**src/rtl/lab_ui_pkg.sv**
```systemverilog
// -----------------------------------------------------------------------------
// lab_ui_pkg
// Shared constants for the lab user-interface blocks: which pushbutton does
// what, the board-rate debounce interval, the digit count of the display, and
// a helper for modulo-RADIX digit stepping.
// No ports (package).
// -----------------------------------------------------------------------------
package lab_ui_pkg;

    localparam int KEY_INC    = 0;
    localparam int KEY_DEC    = 1;
    localparam int KEY_NEXT   = 2;
    localparam int KEY_COMMIT = 3;

    // 10 ms at the 24 MHz board clock
    localparam int DEBOUNCE_24MHZ_10MS = 240000;

    localparam int NUM_DIGITS = 4;

    // Step one digit up or down, wrapping inside 0..radix-1.
    function automatic logic [3:0] digit_step(input logic [3:0] d,
                                              input logic       up,
                                              input logic [3:0] max_digit);
        logic [3:0] res;
        if (up) begin
            res = (d >= max_digit) ? 4'd0 : d + 4'd1;
        end else begin
            res = (d == 4'd0) ? max_digit : d - 4'd1;
        end
        return res;
    endfunction

endpackage

```
**src/rtl/key_digit_entry_if.sv**
```systemverilog
// -----------------------------------------------------------------------------
// key_digit_entry_if
// Bundles the raw pushbuttons and the entry block's outputs.
//   key         : raw pushbuttons, 0 = pressed
//   key_press   : one-cycle pulse per accepted press, bit n for key[n]
//   digits      : value being edited, digit i in bits [4i+3:4i]
//   cursor      : index of the digit being edited, 0 = rightmost
//   value       : last committed digits
//   value_valid : one-cycle pulse when value updates
// Modports: slave = the entry block, master = whatever drives the keys and
// consumes the results.
// -----------------------------------------------------------------------------
interface key_digit_entry_if;

    logic [3:0]  key;
    logic [3:0]  key_press;
    logic [15:0] digits;
    logic [1:0]  cursor;
    logic [15:0] value;
    logic        value_valid;

    modport slave (
        input  key,
        output key_press,
        output digits,
        output cursor,
        output value,
        output value_valid
    );

    modport master (
        output key,
        input  key_press,
        input  digits,
        input  cursor,
        input  value,
        input  value_valid
    );

endinterface

```
**src/rtl/key_debounce.sv**
```systemverilog
// -----------------------------------------------------------------------------
// key_debounce
// One pushbutton: two-flop synchroniser, stability counter, debounced state
// and a registered press pulse on each accepted 1->0 transition.
// Ports:
//   i_clk     : board clock
//   i_rst     : synchronous active-high reset
//   i_key     : raw key, 0 = pressed, asynchronous
//   o_press   : one-cycle pulse, the cycle after the debounced state falls
// -----------------------------------------------------------------------------
module key_debounce #(
    parameter int DEBOUNCE_CYCLES = 240000
) (
    input  logic i_clk,
    input  logic i_rst,
    input  logic i_key,
    output logic o_press
);

    localparam int CNT_W = $clog2(DEBOUNCE_CYCLES + 1);
    localparam logic [CNT_W-1:0] CNT_LAST = CNT_W'(DEBOUNCE_CYCLES - 1);

    logic             r_sync1;
    logic             r_sync2;
    logic             r_stable;
    logic             r_stable_d;
    logic [CNT_W-1:0] r_cnt;
    logic             r_press;

    always_ff @(posedge i_clk) begin
        if (i_rst) begin
            r_sync1    <= 1'b1;
            r_sync2    <= 1'b1;
            r_stable   <= 1'b1;
            r_stable_d <= 1'b1;
            r_cnt      <= '0;
            r_press    <= 1'b0;
        end else begin
            r_sync1    <= i_key;
            r_sync2    <= r_sync1;
            r_stable_d <= r_stable;
            // Any sample agreeing with the stable state restarts the count,
            // so only an unbroken run of DEBOUNCE_CYCLES samples is accepted.
            if (r_sync2 == r_stable) begin
                r_cnt <= '0;
            end else if (r_cnt == CNT_LAST) begin
                r_stable <= r_sync2;
                r_cnt    <= '0;
            end else begin
                r_cnt <= r_cnt + 1'b1;
            end
            // Falling edge of the debounced state only; releases are silent.
            r_press <= r_stable_d & ~r_stable;
        end
    end

    assign o_press = r_press;

endmodule

```
**src/rtl/key_digit_entry.sv**
```systemverilog
// -----------------------------------------------------------------------------
// key_digit_entry
// Turns the four DE1 pushbuttons into clean press pulses and uses them to
// edit a 4-digit value one digit at a time, then commit it.
//   key[0] inc digit, key[1] dec digit, key[2] next digit, key[3] commit.
// Priority when several presses land together: commit > next > inc/dec;
// inc and dec together cancel.
// Ports:
//   clock : 24 MHz board clock, rising edge
//   reset : synchronous active-high reset
//   bus   : key_digit_entry_if slave (key in; key_press, digits, cursor,
//           value, value_valid out)
// -----------------------------------------------------------------------------
module key_digit_entry
    import lab_ui_pkg::*;
#(
    parameter int DEBOUNCE_CYCLES = DEBOUNCE_24MHZ_10MS,
    parameter int RADIX           = 16
) (
    input  logic               clock,
    input  logic               reset,
    key_digit_entry_if.slave   bus
);

    localparam logic [3:0] MAX_DIGIT = 4'(RADIX - 1);

    logic [3:0]  w_press;
    logic [15:0] r_digits;
    logic [1:0]  r_cursor;
    logic [15:0] r_value;
    logic        r_value_valid;
    logic [3:0]  w_cur_digit;

    for (genvar g = 0; g < NUM_DIGITS; g++) begin : g_key
        key_debounce #(
            .DEBOUNCE_CYCLES(DEBOUNCE_CYCLES)
        ) u_deb (
            .i_clk   (clock),
            .i_rst   (reset),
            .i_key   (bus.key[g]),
            .o_press (w_press[g])
        );
    end

    assign w_cur_digit = r_digits[{r_cursor, 2'b00} +: 4];

    always_ff @(posedge clock) begin
        if (reset) begin
            r_digits      <= '0;
            r_cursor      <= '0;
            r_value       <= '0;
            r_value_valid <= 1'b0;
        end else begin
            r_value_valid <= 1'b0;
            if (w_press[KEY_COMMIT]) begin
                // Commit takes the digits as they stood before any edit
                // arriving in the same cycle; that edit is dropped.
                r_value       <= r_digits;
                r_value_valid <= 1'b1;
            end else if (w_press[KEY_NEXT]) begin
                r_cursor <= r_cursor + 2'd1;
            end else if (w_press[KEY_INC] ^ w_press[KEY_DEC]) begin
                r_digits[{r_cursor, 2'b00} +: 4] <=
                    digit_step(w_cur_digit, w_press[KEY_INC], MAX_DIGIT);
            end
        end
    end

    assign bus.key_press   = w_press;
    assign bus.digits      = r_digits;
    assign bus.cursor      = r_cursor;
    assign bus.value       = r_value;
    assign bus.value_valid = r_value_valid;

endmodule

```
**src/flat_wrapper.sv**
```systemverilog
// flat-port wrapper written by rule: the top's interface ports become plain ports
module key_digit_entry_flat import lab_ui_pkg::*;
#(
    parameter int DEBOUNCE_CYCLES = DEBOUNCE_24MHZ_10MS,
    parameter int RADIX           = 16
)
  (clock, reset, bus_key, bus_key_press, bus_digits, bus_cursor, bus_value, bus_value_valid);
  key_digit_entry_if bus_i ();
  input  logic clock;
  input  logic reset;
  input wire logic [$bits(bus_i.key)-1:0] bus_key;
  output wire logic [$bits(bus_i.key_press)-1:0] bus_key_press;
  output wire logic [$bits(bus_i.digits)-1:0] bus_digits;
  output wire logic [$bits(bus_i.cursor)-1:0] bus_cursor;
  output wire logic [$bits(bus_i.value)-1:0] bus_value;
  output wire logic [$bits(bus_i.value_valid)-1:0] bus_value_valid;
  assign bus_i.key = bus_key;
  assign bus_key_press = bus_i.key_press;
  assign bus_digits = bus_i.digits;
  assign bus_cursor = bus_i.cursor;
  assign bus_value = bus_i.value;
  assign bus_value_valid = bus_i.value_valid;
  key_digit_entry #(.DEBOUNCE_CYCLES(DEBOUNCE_CYCLES), .RADIX(RADIX)) u_core (.clock(clock), .reset(reset), .bus(bus_i));
endmodule
```
**config.mk**
```make
export PLATFORM = sky130hd
export DESIGN_NAME = key_digit_entry_flat
export DESIGN_NICKNAME = d
export VERILOG_FILES = /design/src/rtl/lab_ui_pkg.sv /design/src/rtl/key_digit_entry_if.sv /design/src/rtl/key_debounce.sv /design/src/rtl/key_digit_entry.sv /design/src/flat_wrapper.sv
export SDC_FILE = /design/constraint.sdc
export NUM_CORES = 1
export LEC_CHECK = 0
export CAP_MARGIN = 20
export CORE_ASPECT_RATIO = 1.75
export CORE_MARGIN = 4
export CORE_UTILIZATION = 25
export DETAILED_ROUTE_END_ITERATION = 12
export SLEW_MARGIN = 15
export SYNTH_ARGS = -nofsm -noshare
export SYNTH_HDL_FRONTEND = slang
export SYNTH_HIERARCHICAL = 1
export SYNTH_SLANG_ARGS = --single-unit
```
**constraint.sdc**
```tcl
create_clock -name clock -period 1.9 [get_ports clock]
set_input_delay 0.38 -clock clock [delete_from_list [all_inputs] [get_ports clock]]
set_output_delay 0.38 -clock clock [all_outputs]
set_load 0.05 [all_outputs]
```
==> qor.yml <==
run_status:
  status: "finished, violations left"
  violations: "setup timing"
final_layout:
  drive_above_1_share_pct: 26.35
  multiInputGateArea_um2: 3017
  fin_nets: 711
  fin_area_um2: 7432
  final_cells: 1002
  seq_area_um2: 2561
  final_common_cell: "nor2_1"
  final_cell_mix: "nor2_1, dfxtp_1, buf_4, nand4_1, xnor2_1"
  area_growth_pct: 32.89
  insertedDiodeCount: 0
  fillers: 2255
placed_design:
  dpl_cell_area_um2: 6654
  gp_congestion: 0.8300
  dp_hpwl_mm: 9.522
  dp.cells: 970
  io_buffers: 44
logic_synthesis:
  synth-seq-area-share_pct: 45.46
  syn_nets: 613
  avgSynthCellArea_um2: 9.384
  synth_top_area_cell: "dfxtp_1"
  synth-async-reset-ratio_pct: 0
  synth_area_um2: 5593
  yosys_register_bits: 127
  synth_cell_types: 48
  ys_warn_count: 6
  netlist_instances: 596
  synth-edff-count: 0
  synth_top_area_share_pct: 45.46
  synth-main-ff-cell: "dfxtp_1"
  synth_area_leaders: "dfxtp_1, nor2_1, xnor2_1"
floorplanning:
  row_count: 72
  io_pins: 45
  dieWidth_um: 121.1
  dieArea_um2: 24920
  dieHeight_um: 205.9
  start_util_pct: 25.34
  core_area_um2: 22070
routing:
  wl_mm: 13.29
  drc: 0
  via_per_inst: 4.562
  firstDrtPassIters: 4
  wl_per_cell_um: 13.27
  dr_total_vias: 4571
  drt_iter0_markers: 182
  postRouteAntennaNets: 0
critical_path:
  end_kind: "flip-flop"
  start_kind: "flip-flop"
  worstPathMaxFanout: 4
  arrival_ns: 2.39
  critPathKind: "flip-flop to flip-flop"
  ff2ff_path_depth: 6
  critPathRequiredTime_ns: 2.25
clocking:
  ctsHtreeMaxLevel: 4
  path_clk_slew_ns: 0.06
  root_buffer: "clkbuf_16"
  hold_buffers: 0
  insertion_delay_ns: 0.42
  cts_buffers: 17
  cts_buffer_depth: 2
  tritoncts: "done"
  clock_sinks: 127
global_routing:
  grt_max_degree: 40
  grt_first_pass_wirelength_mm: 22.00
  grt_usage_pct: 10.96
  grt_antenna_before_repair: 0
  grt_overflow: 0
  grt_pass1_vias: 4639
sta:
  relSlewSlack_pct: 67.48
  fin_crit_ns: 2.041
  fin_ws_ns: -0.1415
  slew_violations: 0
  fin_skew_ns: 0.01497
  setup_violations: 12
  max_freq_mhz: 489.8
  hold_viol: 0
  tightest_slew_ns: 0.4897
  grt_setup_unrepaired: "yes"
  post-route-period-util_pct: 107.4
hold_path:
  min_path_type: "flip-flop to flip-flop"
  hold_path_depth: 1
power_and_ir_drop:
  p_leak_nw: 2.549
  p_per_area_nw_per_um2: 813.2
  peakVddDrop_mv: 0.6047
run:
  timing.max_cap.violations: 0
-- cell type report --
type / count / area share [%]
multi-input combinational: 433 / 40.59
sequential: 127 / 34.46
timing repair buffer: 103 / 11.14
clock buffer: 18 / 5.909
tap: 296 / 4.983
clock inverter: 13 / 2.189
inverter: 12 / 0.7239
-- worst max-delay path, stage by stage, from the launching register on --
cell and delay, ns:
dfxtp_4 0.37, mux4_2 0.57, ha_2 0.25, or2b_2 0.30, o2111ai_2 0.23, o21ai_4 0.12, o21ai_1 0.14
-- stage by stage --
stage / TNS [ns] / hold WS (ns) / setup slack [ns] / utilization (%) / total power, mW
after floorplan: -2.212 / 0.3895 / -0.2563 / - / 2.772
after global placement: -0.9030 / 0.3953 / -0.1435 / 30.15 / 2.805
after detailed placement: -1.201 / 0.3977 / -0.1544 / 30.15 / 2.805
after CTS: -1.409 / 0.4075 / -0.1573 / 32.98 / 6.138
after global routing: -1.901 / 0.4262 / -0.1951 / 33.67 / 6.256
final: -0.9069 / 0.4071 / -0.1415 / 33.67 / 6.044
-- report_power, final --
group | total [mW] | switching (mW) | internal, mW | leakage [nW]
Sequential | 2.68 | 0.00487 | 2.67 | 1.03
Combinational | 0.0692 | 0.0400 | 0.0292 | 1.23
Clock | 3.30 | 1.21 | 2.09 | 0.289
Total | 6.04 | 1.25 | 4.79 | 2.55
-- logic make-up (layout without fill, tap and decap cells) --
family | Yosys count | in the layout | synth area share, %
and+or+nand+nor | 292 | 292 | 28.01
DFF | 127 | 127 | 45.46
xor gates and xnor gates | 64 | 64 | 10.02
AOI/OAI and AO/OA | 41 | 41 | 4.899
buffers and inverters | 36 | 146 | 3.646
muxes | 25 | 25 | 5.503
adders and majority gates | 11 | 11 | 2.461
-- path summary, 6_finish.rpt --
path	start	to	slack (ns)
hold / removal	u_core/g_key[0].u_deb/r_sync1	u_core/g_key[0].u_deb/r_sync2	0.41
hold reg to reg	u_core/g_key[0].u_deb/r_sync1	u_core/g_key[0].u_deb/r_sync2	0.41
setup reg to reg	u_core/bus.cursor[0]	u_core/bus.digits[3]	-0.14
setup / recovery	u_core/bus.cursor[0]	u_core/bus.digits[3]	-0.14
-- synthesized netlist by cell type (all sizes together), types with 2 or more instances --
| master | count |
|---|---|
| nor3 | 4 |
| a22oi | 12 |
| nor4bb | 4 |
| inv | 12 |
| xor2 | 29 |
| nor4b | 4 |
| nand3b | 4 |
| nor2b | 2 |
| xnor2 | 35 |
| dfxtp | 127 |
| and4 | 4 |
| or2b | 6 |
| nor2 | 118 |
| nand2 | 16 |
| clkbuf | 9 |
| or3 | 5 |
| nand3 | 36 |
| and4b | 4 |
| mux4 | 4 |
| mux2i | 21 |
| or4 | 8 |
| nand4 | 36 |
| nor4 | 17 |
| ha | 11 |
| a21oi | 9 |
| o31ai | 4 |
| and2 | 5 |
| buf | 15 |
| nor3b | 4 |
| and3 | 4 |
| o21ai | 13 |
| or2 | 8 |
-- state kept, by name, indices dropped and copies added (netlist names) --
| signal | flops |
|---|---|
| u_core/g_key.u_deb/r_sync2 | 4 |
| u_core/bus.value_valid | 1 |
| u_core/g_key.u_deb/o_press | 4 |
| u_core/bus.value | 16 |
| u_core/g_key.u_deb/r_stable | 4 |
| u_core/bus.cursor | 2 |
| u_core/bus.digits | 16 |
| u_core/g_key.u_deb/r_sync1 | 4 |
| u_core/g_key.u_deb/r_stable_d | 4 |
| u_core/g_key.u_deb/r_cnt | 72 |
-- timing repair --
item	in CTS	in global routing
endpoints found under the setup margin	21	16
pin swaps	6	11
buffers inserted	1	0
resized for setup	12	32
-- metal layers --
layer	vias to the layer above	GRT usage, %	wire [um]
met4	0	5.024	267
met3	19	2.245	466
met5	-	0	0
met1	2175	11.07	5049
li1	2300	-	-
met2	77	21.13	7508
Note: power is estimated with default switching activity, not from simulation.
